==> src/rtl/anc_pkg.sv <==
// Shared types and constants for the ANC sample path: widths, saturation limits
// and the LMS sequencer state encoding.
package anc_pkg;

   localparam int unsigned SAMPLE_W = 16;
   localparam int unsigned ACC_W    = 32;

   localparam int SAT_MAX = 32767;
   localparam int SAT_MIN = -32768;

   typedef logic signed [SAMPLE_W-1:0] sample_t;
   typedef logic signed [ACC_W-1:0]    acc_t;

   typedef enum logic [1:0] {
      StIdle,
      StIssue,
      StWait,
      StOut
   } lms_seq_state_t;

endpackage

==> src/rtl/anc_lms_sequencer_if.sv <==
// Bundle of the ADC-side, LMS-core-side and DAC-side signals of the sequencer.
// The master side drives samples and core results; the slave side is the sequencer.
interface anc_lms_sequencer_if;
   import anc_pkg::*;

   logic    ref_valid;
   logic    ref_ready;
   sample_t ref_sample;
   logic    err_valid;
   logic    err_ready;
   sample_t err_sample;
   sample_t mu_cfg;
   logic    lms_in_valid;
   sample_t lms_in_sample;
   sample_t lms_error_in;
   sample_t lms_u_in;
   logic    lms_out_valid;
   acc_t    lms_out_sample;
   logic    y_valid;
   logic    y_ready;
   sample_t y_sample;
   logic [15:0] timeout_count;
   logic    busy;

   modport master (
      output ref_valid, ref_sample, err_valid, err_sample, mu_cfg,
             lms_out_valid, lms_out_sample, y_ready,
      input  ref_ready, err_ready, lms_in_valid, lms_in_sample, lms_error_in, lms_u_in,
             y_valid, y_sample, timeout_count, busy
   );

   modport slave (
      input  ref_valid, ref_sample, err_valid, err_sample, mu_cfg,
             lms_out_valid, lms_out_sample, y_ready,
      output ref_ready, err_ready, lms_in_valid, lms_in_sample, lms_error_in, lms_u_in,
             y_valid, y_sample, timeout_count, busy
   );

endinterface

==> src/rtl/anc_round_sat.sv <==
// Combinational round-half-up, arithmetic right shift and saturation from an
// ACC_W accumulator value to a SAMPLE_W sample.
module anc_round_sat
   import anc_pkg::*;
#(
   parameter int unsigned Shift = 15
) (
   input  acc_t    acc_i,
   output sample_t sample_o
);

   localparam logic signed [ACC_W:0] Half   = (ACC_W+1)'(1) << (Shift - 1);
   localparam logic signed [ACC_W:0] MaxExt = (ACC_W+1)'(SAT_MAX);
   localparam logic signed [ACC_W:0] MinExt = (ACC_W+1)'(SAT_MIN);

   logic signed [ACC_W:0] ext;
   logic signed [ACC_W:0] shifted;

   always_comb begin
      ext     = {acc_i[ACC_W-1], acc_i};
      // One guard bit keeps the rounding add from wrapping at the positive limit.
      shifted = (ext + Half) >>> Shift;
      if (shifted > MaxExt) begin
         sample_o = MaxExt[SAMPLE_W-1:0];
      end else if (shifted < MinExt) begin
         sample_o = MinExt[SAMPLE_W-1:0];
      end else begin
         sample_o = shifted[SAMPLE_W-1:0];
      end
   end

endmodule

==> src/rtl/anc_lms_sequencer.sv <==
// Pairs reference/error samples, strobes them into the LMS core, waits for the
// result (with timeout) and presents the rounded anti-noise sample to the DAC.
module anc_lms_sequencer
   import anc_pkg::*;
#(
   parameter int unsigned OUT_SHIFT      = 15,
   parameter int unsigned TIMEOUT_CYCLES = 1024
) (
   input logic           clk,
   input logic           rst_n,
   anc_lms_sequencer_if.slave bus
);

   localparam int unsigned     CntW    = $clog2(TIMEOUT_CYCLES) + 1;
   localparam logic [CntW-1:0] CntLast = CntW'(TIMEOUT_CYCLES - 1);

   lms_seq_state_t  state_q, state_d;
   logic            ref_full_q, ref_full_d, err_full_q, err_full_d;
   sample_t         ref_data_q, ref_data_d, err_data_q, err_data_d;
   sample_t         in_sample_q, in_sample_d, err_in_q, err_in_d, mu_q, mu_d;
   logic [CntW-1:0] cnt_q, cnt_d;
   logic            prev_valid_q;
   sample_t         y_q, y_d;
   logic [15:0]     tmo_q, tmo_d;
   sample_t         rounded;
   logic            out_edge;
   logic            issue;

   anc_round_sat #(
      .Shift (OUT_SHIFT)
   ) u_round_sat (
      .acc_i    (bus.lms_out_sample),
      .sample_o (rounded)
   );

   assign out_edge = bus.lms_out_valid && !prev_valid_q;
   assign issue    = (state_q == StIssue);

   always_comb begin
      state_d     = state_q;
      ref_full_d  = ref_full_q;
      err_full_d  = err_full_q;
      ref_data_d  = ref_data_q;
      err_data_d  = err_data_q;
      in_sample_d = in_sample_q;
      err_in_d    = err_in_q;
      mu_d        = mu_q;
      cnt_d       = cnt_q;
      y_d         = y_q;
      tmo_d       = tmo_q;

      // Holding registers stage the next frame in any state.
      if (bus.ref_valid && !ref_full_q) begin
         ref_full_d = 1'b1;
         ref_data_d = bus.ref_sample;
      end
      if (bus.err_valid && !err_full_q) begin
         err_full_d = 1'b1;
         err_data_d = bus.err_sample;
      end

      unique case (state_q)
         StIdle: begin
            if (ref_full_q && err_full_q) state_d = StIssue;
         end
         StIssue: begin
            ref_full_d  = 1'b0;
            err_full_d  = 1'b0;
            cnt_d       = '0;
            in_sample_d = ref_data_q;
            err_in_d    = err_data_q;
            mu_d        = bus.mu_cfg;
            state_d     = StWait;
         end
         StWait: begin
            cnt_d = cnt_q + 1'b1;
            if (out_edge) begin
               y_d     = rounded;
               state_d = StOut;
            end else if (cnt_q == CntLast) begin
               y_d     = '0;
               if (tmo_q != 16'hFFFF) tmo_d = tmo_q + 16'd1;
               state_d = StOut;
            end
         end
         StOut: begin
            if (bus.y_ready) state_d = StIdle;
         end
         default: state_d = StIdle;
      endcase
   end

   always_ff @(posedge clk or negedge rst_n) begin
      if (!rst_n) begin
         state_q      <= StIdle;
         ref_full_q   <= 1'b0;
         err_full_q   <= 1'b0;
         ref_data_q   <= '0;
         err_data_q   <= '0;
         in_sample_q  <= '0;
         err_in_q     <= '0;
         mu_q         <= '0;
         cnt_q        <= '0;
         prev_valid_q <= 1'b0;
         y_q          <= '0;
         tmo_q        <= '0;
      end else begin
         state_q      <= state_d;
         ref_full_q   <= ref_full_d;
         err_full_q   <= err_full_d;
         ref_data_q   <= ref_data_d;
         err_data_q   <= err_data_d;
         in_sample_q  <= in_sample_d;
         err_in_q     <= err_in_d;
         mu_q         <= mu_d;
         cnt_q        <= cnt_d;
         prev_valid_q <= bus.lms_out_valid;
         y_q          <= y_d;
         tmo_q        <= tmo_d;
      end
   end

   assign bus.ref_ready     = !ref_full_q;
   assign bus.err_ready     = !err_full_q;
   assign bus.lms_in_valid  = issue;
   assign bus.lms_in_sample = issue ? ref_data_q : in_sample_q;
   assign bus.lms_error_in  = issue ? err_data_q : err_in_q;
   assign bus.lms_u_in      = issue ? bus.mu_cfg : mu_q;
   assign bus.y_valid       = (state_q == StOut);
   assign bus.y_sample      = y_q;
   assign bus.timeout_count = tmo_q;
   assign bus.busy          = (state_q != StIdle);

endmodule

==> src/flat_wrapper.sv <==
// flat-port wrapper written by rule: the top's interface ports become plain ports
module anc_lms_sequencer_flat import anc_pkg::*;
#(
   parameter int unsigned OUT_SHIFT      = 15,
   parameter int unsigned TIMEOUT_CYCLES = 1024
)
  (clk, rst_n, bus_ref_valid, bus_ref_sample, bus_err_valid, bus_err_sample, bus_mu_cfg, bus_lms_out_valid, bus_lms_out_sample, bus_y_ready, bus_ref_ready, bus_err_ready, bus_lms_in_valid, bus_lms_in_sample, bus_lms_error_in, bus_lms_u_in, bus_y_valid, bus_y_sample, bus_timeout_count, bus_busy);
  anc_lms_sequencer_if bus_i ();
  input logic clk;
  input logic rst_n;
  input wire logic [$bits(bus_i.ref_valid)-1:0] bus_ref_valid;
  input wire logic [$bits(bus_i.ref_sample)-1:0] bus_ref_sample;
  input wire logic [$bits(bus_i.err_valid)-1:0] bus_err_valid;
  input wire logic [$bits(bus_i.err_sample)-1:0] bus_err_sample;
  input wire logic [$bits(bus_i.mu_cfg)-1:0] bus_mu_cfg;
  input wire logic [$bits(bus_i.lms_out_valid)-1:0] bus_lms_out_valid;
  input wire logic [$bits(bus_i.lms_out_sample)-1:0] bus_lms_out_sample;
  input wire logic [$bits(bus_i.y_ready)-1:0] bus_y_ready;
  output wire logic [$bits(bus_i.ref_ready)-1:0] bus_ref_ready;
  output wire logic [$bits(bus_i.err_ready)-1:0] bus_err_ready;
  output wire logic [$bits(bus_i.lms_in_valid)-1:0] bus_lms_in_valid;
  output wire logic [$bits(bus_i.lms_in_sample)-1:0] bus_lms_in_sample;
  output wire logic [$bits(bus_i.lms_error_in)-1:0] bus_lms_error_in;
  output wire logic [$bits(bus_i.lms_u_in)-1:0] bus_lms_u_in;
  output wire logic [$bits(bus_i.y_valid)-1:0] bus_y_valid;
  output wire logic [$bits(bus_i.y_sample)-1:0] bus_y_sample;
  output wire logic [$bits(bus_i.timeout_count)-1:0] bus_timeout_count;
  output wire logic [$bits(bus_i.busy)-1:0] bus_busy;
  assign bus_i.ref_valid = bus_ref_valid;
  assign bus_i.ref_sample = bus_ref_sample;
  assign bus_i.err_valid = bus_err_valid;
  assign bus_i.err_sample = bus_err_sample;
  assign bus_i.mu_cfg = bus_mu_cfg;
  assign bus_i.lms_out_valid = bus_lms_out_valid;
  assign bus_i.lms_out_sample = bus_lms_out_sample;
  assign bus_i.y_ready = bus_y_ready;
  assign bus_ref_ready = bus_i.ref_ready;
  assign bus_err_ready = bus_i.err_ready;
  assign bus_lms_in_valid = bus_i.lms_in_valid;
  assign bus_lms_in_sample = bus_i.lms_in_sample;
  assign bus_lms_error_in = bus_i.lms_error_in;
  assign bus_lms_u_in = bus_i.lms_u_in;
  assign bus_y_valid = bus_i.y_valid;
  assign bus_y_sample = bus_i.y_sample;
  assign bus_timeout_count = bus_i.timeout_count;
  assign bus_busy = bus_i.busy;
  anc_lms_sequencer #(.OUT_SHIFT(OUT_SHIFT), .TIMEOUT_CYCLES(TIMEOUT_CYCLES)) u_core (.clk(clk), .rst_n(rst_n), .bus(bus_i));
endmodule
==> config.mk <==
export PLATFORM = sky130hd
export DESIGN_NAME = anc_lms_sequencer_flat
export DESIGN_NICKNAME = d
export VERILOG_FILES = /design/src/rtl/anc_pkg.sv /design/src/rtl/anc_lms_sequencer_if.sv /design/src/rtl/anc_round_sat.sv /design/src/rtl/anc_lms_sequencer.sv /design/src/flat_wrapper.sv
export SDC_FILE = /design/constraint.sdc
export NUM_CORES = 1
export LEC_CHECK = 0
export BUFFER_PORTS_ARGS = -buffer_cell sky130_fd_sc_hd__clkbuf_2
export CAP_MARGIN = 20
export CELL_PAD_IN_SITES_DETAIL_PLACEMENT = 0
export CELL_PAD_IN_SITES_GLOBAL_PLACEMENT = 1
export CORE_ASPECT_RATIO = 1.75
export CORE_MARGIN = 3
export CORE_UTILIZATION = 35
export CTS_CLUSTER_SIZE = 28
export DETAILED_ROUTE_END_ITERATION = 7
export MAX_ROUTING_LAYER = met4
export PLACE_DENSITY = 0.69
export RECOVER_POWER = 100
export SYNTH_ARGS = -nofsm -noshare
export SYNTH_HDL_FRONTEND = slang
export SYNTH_SLANG_ARGS = --single-unit
==> constraint.sdc <==
create_clock -name clk -period 2.35 [get_ports clk]
set_input_delay 0.235 -clock clk [delete_from_list [all_inputs] [get_ports clk]]
set_output_delay 0.235 -clock clk [all_outputs]
set_load 0.02 [all_outputs]
# Yosys cells after proc, flatten, opt, wreduce, memory -nomap -nowiden

Index checks and enable logic that the tools add are counted.

Flip-flop bits (word level): 128
Bits in latches: 0
Bits in writable memories: 0
Bits in read-only memories: 0
Input bits: 86
Logic and storage cells: 59
Memories: 0

Add/sub/neg operators: 3
Multiply operators: 0
Div/mod/pow operators: 0
Order comparisons: 2
Equal/unequal tests: 8
Shifts and indexed selects: 0
Muxes and demuxes: 17
Bitwise gates (word level): 1
Reductions and logical operators: 16

Operators by type and width:

| kind                     | count |
|---|---|
| $mux W16                 | 7 |
| $add A32 B16 Y33 const B | 1 |
| $pmux W11 S2             | 1 |
| $gt A18 B16 Y1 const B   | 1 |
| $lt A18 B16 Y1 const B   | 1 |
| $add A16 B1 Y16 const B  | 1 |
| $ne A16 B16 Y1 const B   | 1 |
| $add A11 B1 Y11 const B  | 1 |
| $eq A11 B10 Y1 const B   | 1 |
| $reduce_bool A2 Y1       | 5 |
| $mux W2                  | 4 |
| $pmux W2 S4              | 1 |
| $eq A2 B2 Y1 const B     | 2 |
| $logic_and A1 B1 Y1      | 4 |
| $mux W1                  | 4 |
| $reduce_and A4 Y1        | 1 |
| $logic_not A1 Y1         | 3 |
| $ne A3 B1 Y1 const B     | 1 |
| $reduce_and A3 Y1        | 1 |
| $eq A2 B1 Y1 const B     | 1 |
| $logic_not A2 Y1         | 1 |
| $ne A2 B1 Y1 const B     | 1 |
| $ne A2 B2 Y1 const B     | 1 |
| $reduce_and A2 Y1        | 1 |
| $not A1 Y1               | 1 |

# Longest topological paths before layout

Word-level depth: 5
Gate-level depth with buffers: 9
Depth with buffers taken out: 7

# By module

Synthesis repeated with hierarchy kept, for this count alone.

Cell total of the unflattened synthesis: 462
Area, all modules: 5,701.7 um2

By module, submodules not included:

| module            | instances | cells each | area each (um2) | seq. area each (um2) |
|---|---|---|---|---|
| anc_lms_sequencer | 1         | 369        | 5,126.2         | 3,203.1 |
| anc_round_sat     | 1         | 93         | 575.6           | 0.0 |

# Worst setup path before layout

Ideal clock, no wire load.

Path type: register to register
Start: register u_core.cnt_q[0]
End: register u_core.tmo_q[6] (netlist: u_core.bus.timeout_count[6])
Setup time: 0.130 ns
Arrival time: 2.014 ns
Required time: 2.220 ns
Path slack: 0.207 ns
Stages on the path, launching flop included: 8
Cell sequence: dfrtp_1 -> ha_1 -> nand2_1 -> or4_4 -> a311oi_4 -> buf_6 -> nand4_4 -> xnor2_2

Word-level cells in the longest chain between the ends: 2

Ends and longest elaborated chain:

| element                            | RTL line                 | source |
|---|---|---|
| from (decl)                        | anc_lms_sequencer.sv:21  | `logic [CntW-1:0] cnt_q, cnt_d;` |
| from (signal assigned)             | anc_lms_sequencer.sv:116 | `cnt_q <= cnt_d;` |
| $eq A11 B10 Y1                     | anc_lms_sequencer.sv:80  | `end else if (cnt_q == CntLast) begin` |
| $reduce_and A4 Y1 (no source line) | n/a                      |  |
| to (signal assigned)               | anc_lms_sequencer.sv:119 | `tmo_q <= tmo_d;` |
| to (decl)                          | anc_lms_sequencer.sv:24  | `logic [15:0] tmo_q, tmo_d;` |

Every way passes these cells.
A chain may end at the register's enable or synchronous reset.

# Worst setup path after layout

Start: register u_core.cnt_q[0]
End: register u_core.tmo_q[1] (netlist: u_core.bus.timeout_count[1])

Same word-level chain as after synthesis.

==> impl_metrics.py <==
metrics = {
    "cts": {
        "cts_max_path_buffers": 2,
        "insertion_delay_ns": 0.40,
        "htree_levels": 4,
        "cts_sinks": 128,
        "cts_tree": "done",
        "cts_buffers": 17,
        "cts-root-buf": "clkbuf_16",
        "postCtsSetupRepairBufs": 0,
        "clk_pin_slew_ns": 0.06,
    },
    "logic_synthesis": {
        "synth_top_area_frac": 0.5783,
        "yosys_warnings": 0,
        "synth_edf_count": 0,
        "synth_cell_types": 37,
        "ys_seq_area_frac": 0.5783,
        "netlist_top_cells_count": "128 x dfrtp_1, 82 x mux2_2, 28 x nand2_1",
        "synth_most_common_cell": "dfrtp_1",
        "yosys_register_bits": 128,
        "yosysTopAreaCell": "dfrtp_1",
        "synthFlopType": "dfrtp_1",
        "netlist_area_um2": 5539,
        "synth-async-reset-ratio": 1.000,
        "synthTopCellsByArea": "dfrtp_1 58%, mux2_2 17%, xnor2_1 3.5%, o221ai_1 2.2%, nand2_1 1.9%",
        "syn_nets": 528,
        "synthCells": 434,
        "syn_area_per_cell_um2": 12.76,
    },
    "timing": {
        "hold_ws_ns": 0.06034,
        "setup_violations": 0,
        "max_freq_mhz": 448.0,
        "min_period_over_period": 0.9499,
        "fin_skew_ns": 0.008202,
        "max-slew-margin-rel": 0.2673,
        "fin_tns_setup_ns": 0,
        "finalHoldViolCount": 0,
        "drv_slew": 0,
        "rsz0062_at_grt": "false",
        "tightest_slew_ns": 1.099,
        "layout_min_cycle_time_ns": 2.232,
    },
    "route": {
        "viasPerCell": 4.963,
        "postRouteAntennaNets": 0,
        "routedWlPerCell_um": 15.89,
        "drtIter0Drc": 182,
        "vias": 4030,
        "drc": 0,
        "drt_pass1_iterations": 4,
        "routed_wl_um": 12910,
    },
    "layout": {
        "areaGrowthSynthToFinish_pct": 30.22,
        "diodes": 0,
        "fin_area_um2": 7213,
        "finalNetCount": 707,
        "fin_cells": 812,
        "final_layout_size_suffix_gt1_frac": 0.3642,
    },
    "worst_setup_path": {
        "crit_slowest_cell": "or4_4",
        "arrival_ns": 2.52,
        "cp_max_fo": 16,
        "startpoint_type": "flip-flop",
        "critical_path_class": "flip-flop to flip-flop",
        "path_cells": "ha_2, nand2_1, or4_4, a311oi_4, buf_12, mux2_2",
        "end_kind": "flip-flop",
        "cpPeakStageDelay_ns": 0.53,
        "required_ns": 2.64,
    },
    "global_route": {
        "grt_pass1_vias": 4392,
        "grt_pass1_wl_um": 21120,
        "grt_use_total": 0.1563,
        "grt_max_degree": 52,
        "antenna_found_initial": 0,
        "overflow": 0,
    },
    "die": {
        "die_height_um": 172.4,
        "initial_core_util": 0.3582,
        "fp-row-count": 60,
        "ios": 171,
        "core_area_um2": 15460,
        "die_area_um2": 17430,
        "die_w_um": 101.1,
    },
    "run_status": {
        "status": "completed",
    },
    "power_and_ir_drop": {
        "p_seq_frac": 0.338,
        "power_frac_comb": 0.390,
        "irDropWorstVdd_mv": 0.5466,
        "pwr-share-clk": 0.271,
        "power.density_nw_per_um2": 1415,
        "static-leakage-power_nw": 3.333,
        "power.total_mw": 10.21,
        "p_sw_mw": 3.830,
        "swShare": 0.3753,
        "p_int_mw": 6.377,
    },
    "min_path": {
        "hold_path.class": "input port to flip-flop",
    },
    "place": {
        "dpl_cell_area_um2": 6666,
        "io_buffers": 156,
        "dp_hpwl_um": 9688,
        "dp.cells": 778,
        "place_congestion": 0.8070,
    },
    "job": {
        "maxCapViolCount": 0,
    },
}
kinds of logic (layout without fill, tap and decap cells):
group,after synthesis,after routing,synth area share
AO/OA/AOI/OAI,41,41,0.05602
XOR/XNOR,31,31,0.05037
adder cells (fa/ha/maj),8,8,0.01807
buffers and inverters,42,234,0.03027
flip-flops,128,128,0.5783
multiplexers,84,84,0.1703
AND/OR/NAND/NOR,100,100,0.09668
layout make-up:
type	instances	area, µm²
Fill cell	1465	8252
Sequential cell	128	3203
Multi-Input combinational cell	264	2162
Timing Repair Buffer	177	898.4
Clock buffer	17	425.4
Tap cell	186	232.7
Clock inverter	15	197.7
Inverter	25	93.84
metal layers:
layer  share of wire  vias up  GRT usage
met1            0.40     1971     0.1715
met3           0.054       14    0.03512
met5               0        -          -
li1                -     1905          -
met2            0.53      140     0.2785
met4           0.011        0    0.04803
path summary, 6_finish.rpt:
kind / from / to / slack [ns] / depth (start not counted)
max reg2reg: u_core.cnt_q[0]$_DFFE_PN0P_ / u_core.bus.timeout_count[1]$_DFFE_PN0P_ / 0.12 / 6
min: bus_err_sample[8] / u_core.err_data_q[8]$_DFFE_PN0P_ / 0.06 / 2
max in group asynchronous: rst_n / u_core.bus.y_sample[4]$_DFFE_PN0P_ / 0.51 / 3
max: u_core.cnt_q[0]$_DFFE_PN0P_ / u_core.bus.timeout_count[1]$_DFFE_PN0P_ / 0.12 / 6
min reg2reg: u_core.mu_q[0]$_DFF_PN0_ / u_core.mu_q[0]$_DFF_PN0_ / 0.48 / 1
min in group asynchronous: rst_n / u_core.err_data_q[8]$_DFFE_PN0P_ / 0.58 / 2
stage by stage:
stage,util,setup WS [ns]
6_report,0.4664,0.1178
5_1_grt,0.4664,0.002364
4_1_cts,0.4727,0.07161
3_3_place_gp,0.4306,-0.06325
2_1_floorplan,-,0.2066
3_5_place_dp,0.4311,0.08774
worst max-delay path: cells and delay by family (launching register included):
family,cells,cell delay (ns)
adder cells (fa/ha/maj),1,0.23
AO/OA/AOI/OAI,1,0.32
flip-flops,1,0.40
multiplexers,1,0.33
AND/OR/NAND/NOR,2,0.65
buffers and inverters,1,0.18
power groups by stage:
| stage | registers [mW] | clock network, mW | logic (mW) |
|---|---|---|---|
| 3_3_place_gp | 3.45 | 0 | 4.12 |
| 2_1_floorplan | 3.56 | 0 | 2.71 |
| 6_report | 3.45 | 2.77 | 3.99 |
| 3_5_place_dp | 3.51 | 0 | 4.22 |
| 4_1_cts | 3.48 | 2.87 | 4.23 |
| 5_1_grt | 3.56 | 2.96 | 4.35 |
sequential cells by signal (all words and copies together) (netlist names):
| signal | flops |
|---|---|
| u_core.prev_valid_q | 1 |
| u_core.ref_full_q | 1 |
| u_core.err_full_q | 1 |
| u_core.in_sample_q | 16 |
| u_core.err_data_q | 16 |
| u_core.mu_q | 16 |
| u_core.bus.timeout_count | 16 |
| u_core.err_in_q | 16 |
| u_core.bus.y_sample | 16 |
| u_core.cnt_q | 11 |
| u_core.state_q | 2 |
| u_core.ref_data_q | 16 |
placed cells by master (no fill, tap or decap), types with 3 or more instances in the layout:
cell type,count
ha_1,7
inv_8,3
o21ai_0,10
a21oi_1,4
nor2_1,11
clkbuf_16,17
o221ai_1,14
o31ai_1,3
inv_1,25
and3_1,12
nand2_1,28
bufinv_16,3
nand3_1,17
clkbuf_2,121
nor2b_1,7
inv_6,5
clkbuf_1,42
mux2_2,57
nand4_1,9
dfrtp_1,128
mux2_1,25
xnor2_1,22
nor3_1,6
buf_4,9
xor2_1,8
and4_1,4
timing repair:
action / in CTS / in global routing
gates resized for setup: 0 / 1
hold endpoints to repair: 42 / 0
hold buffers: 2 / 0
endpoints found under the setup margin: 0 / 3
Note: power is estimated with default switching activity, not from simulation.
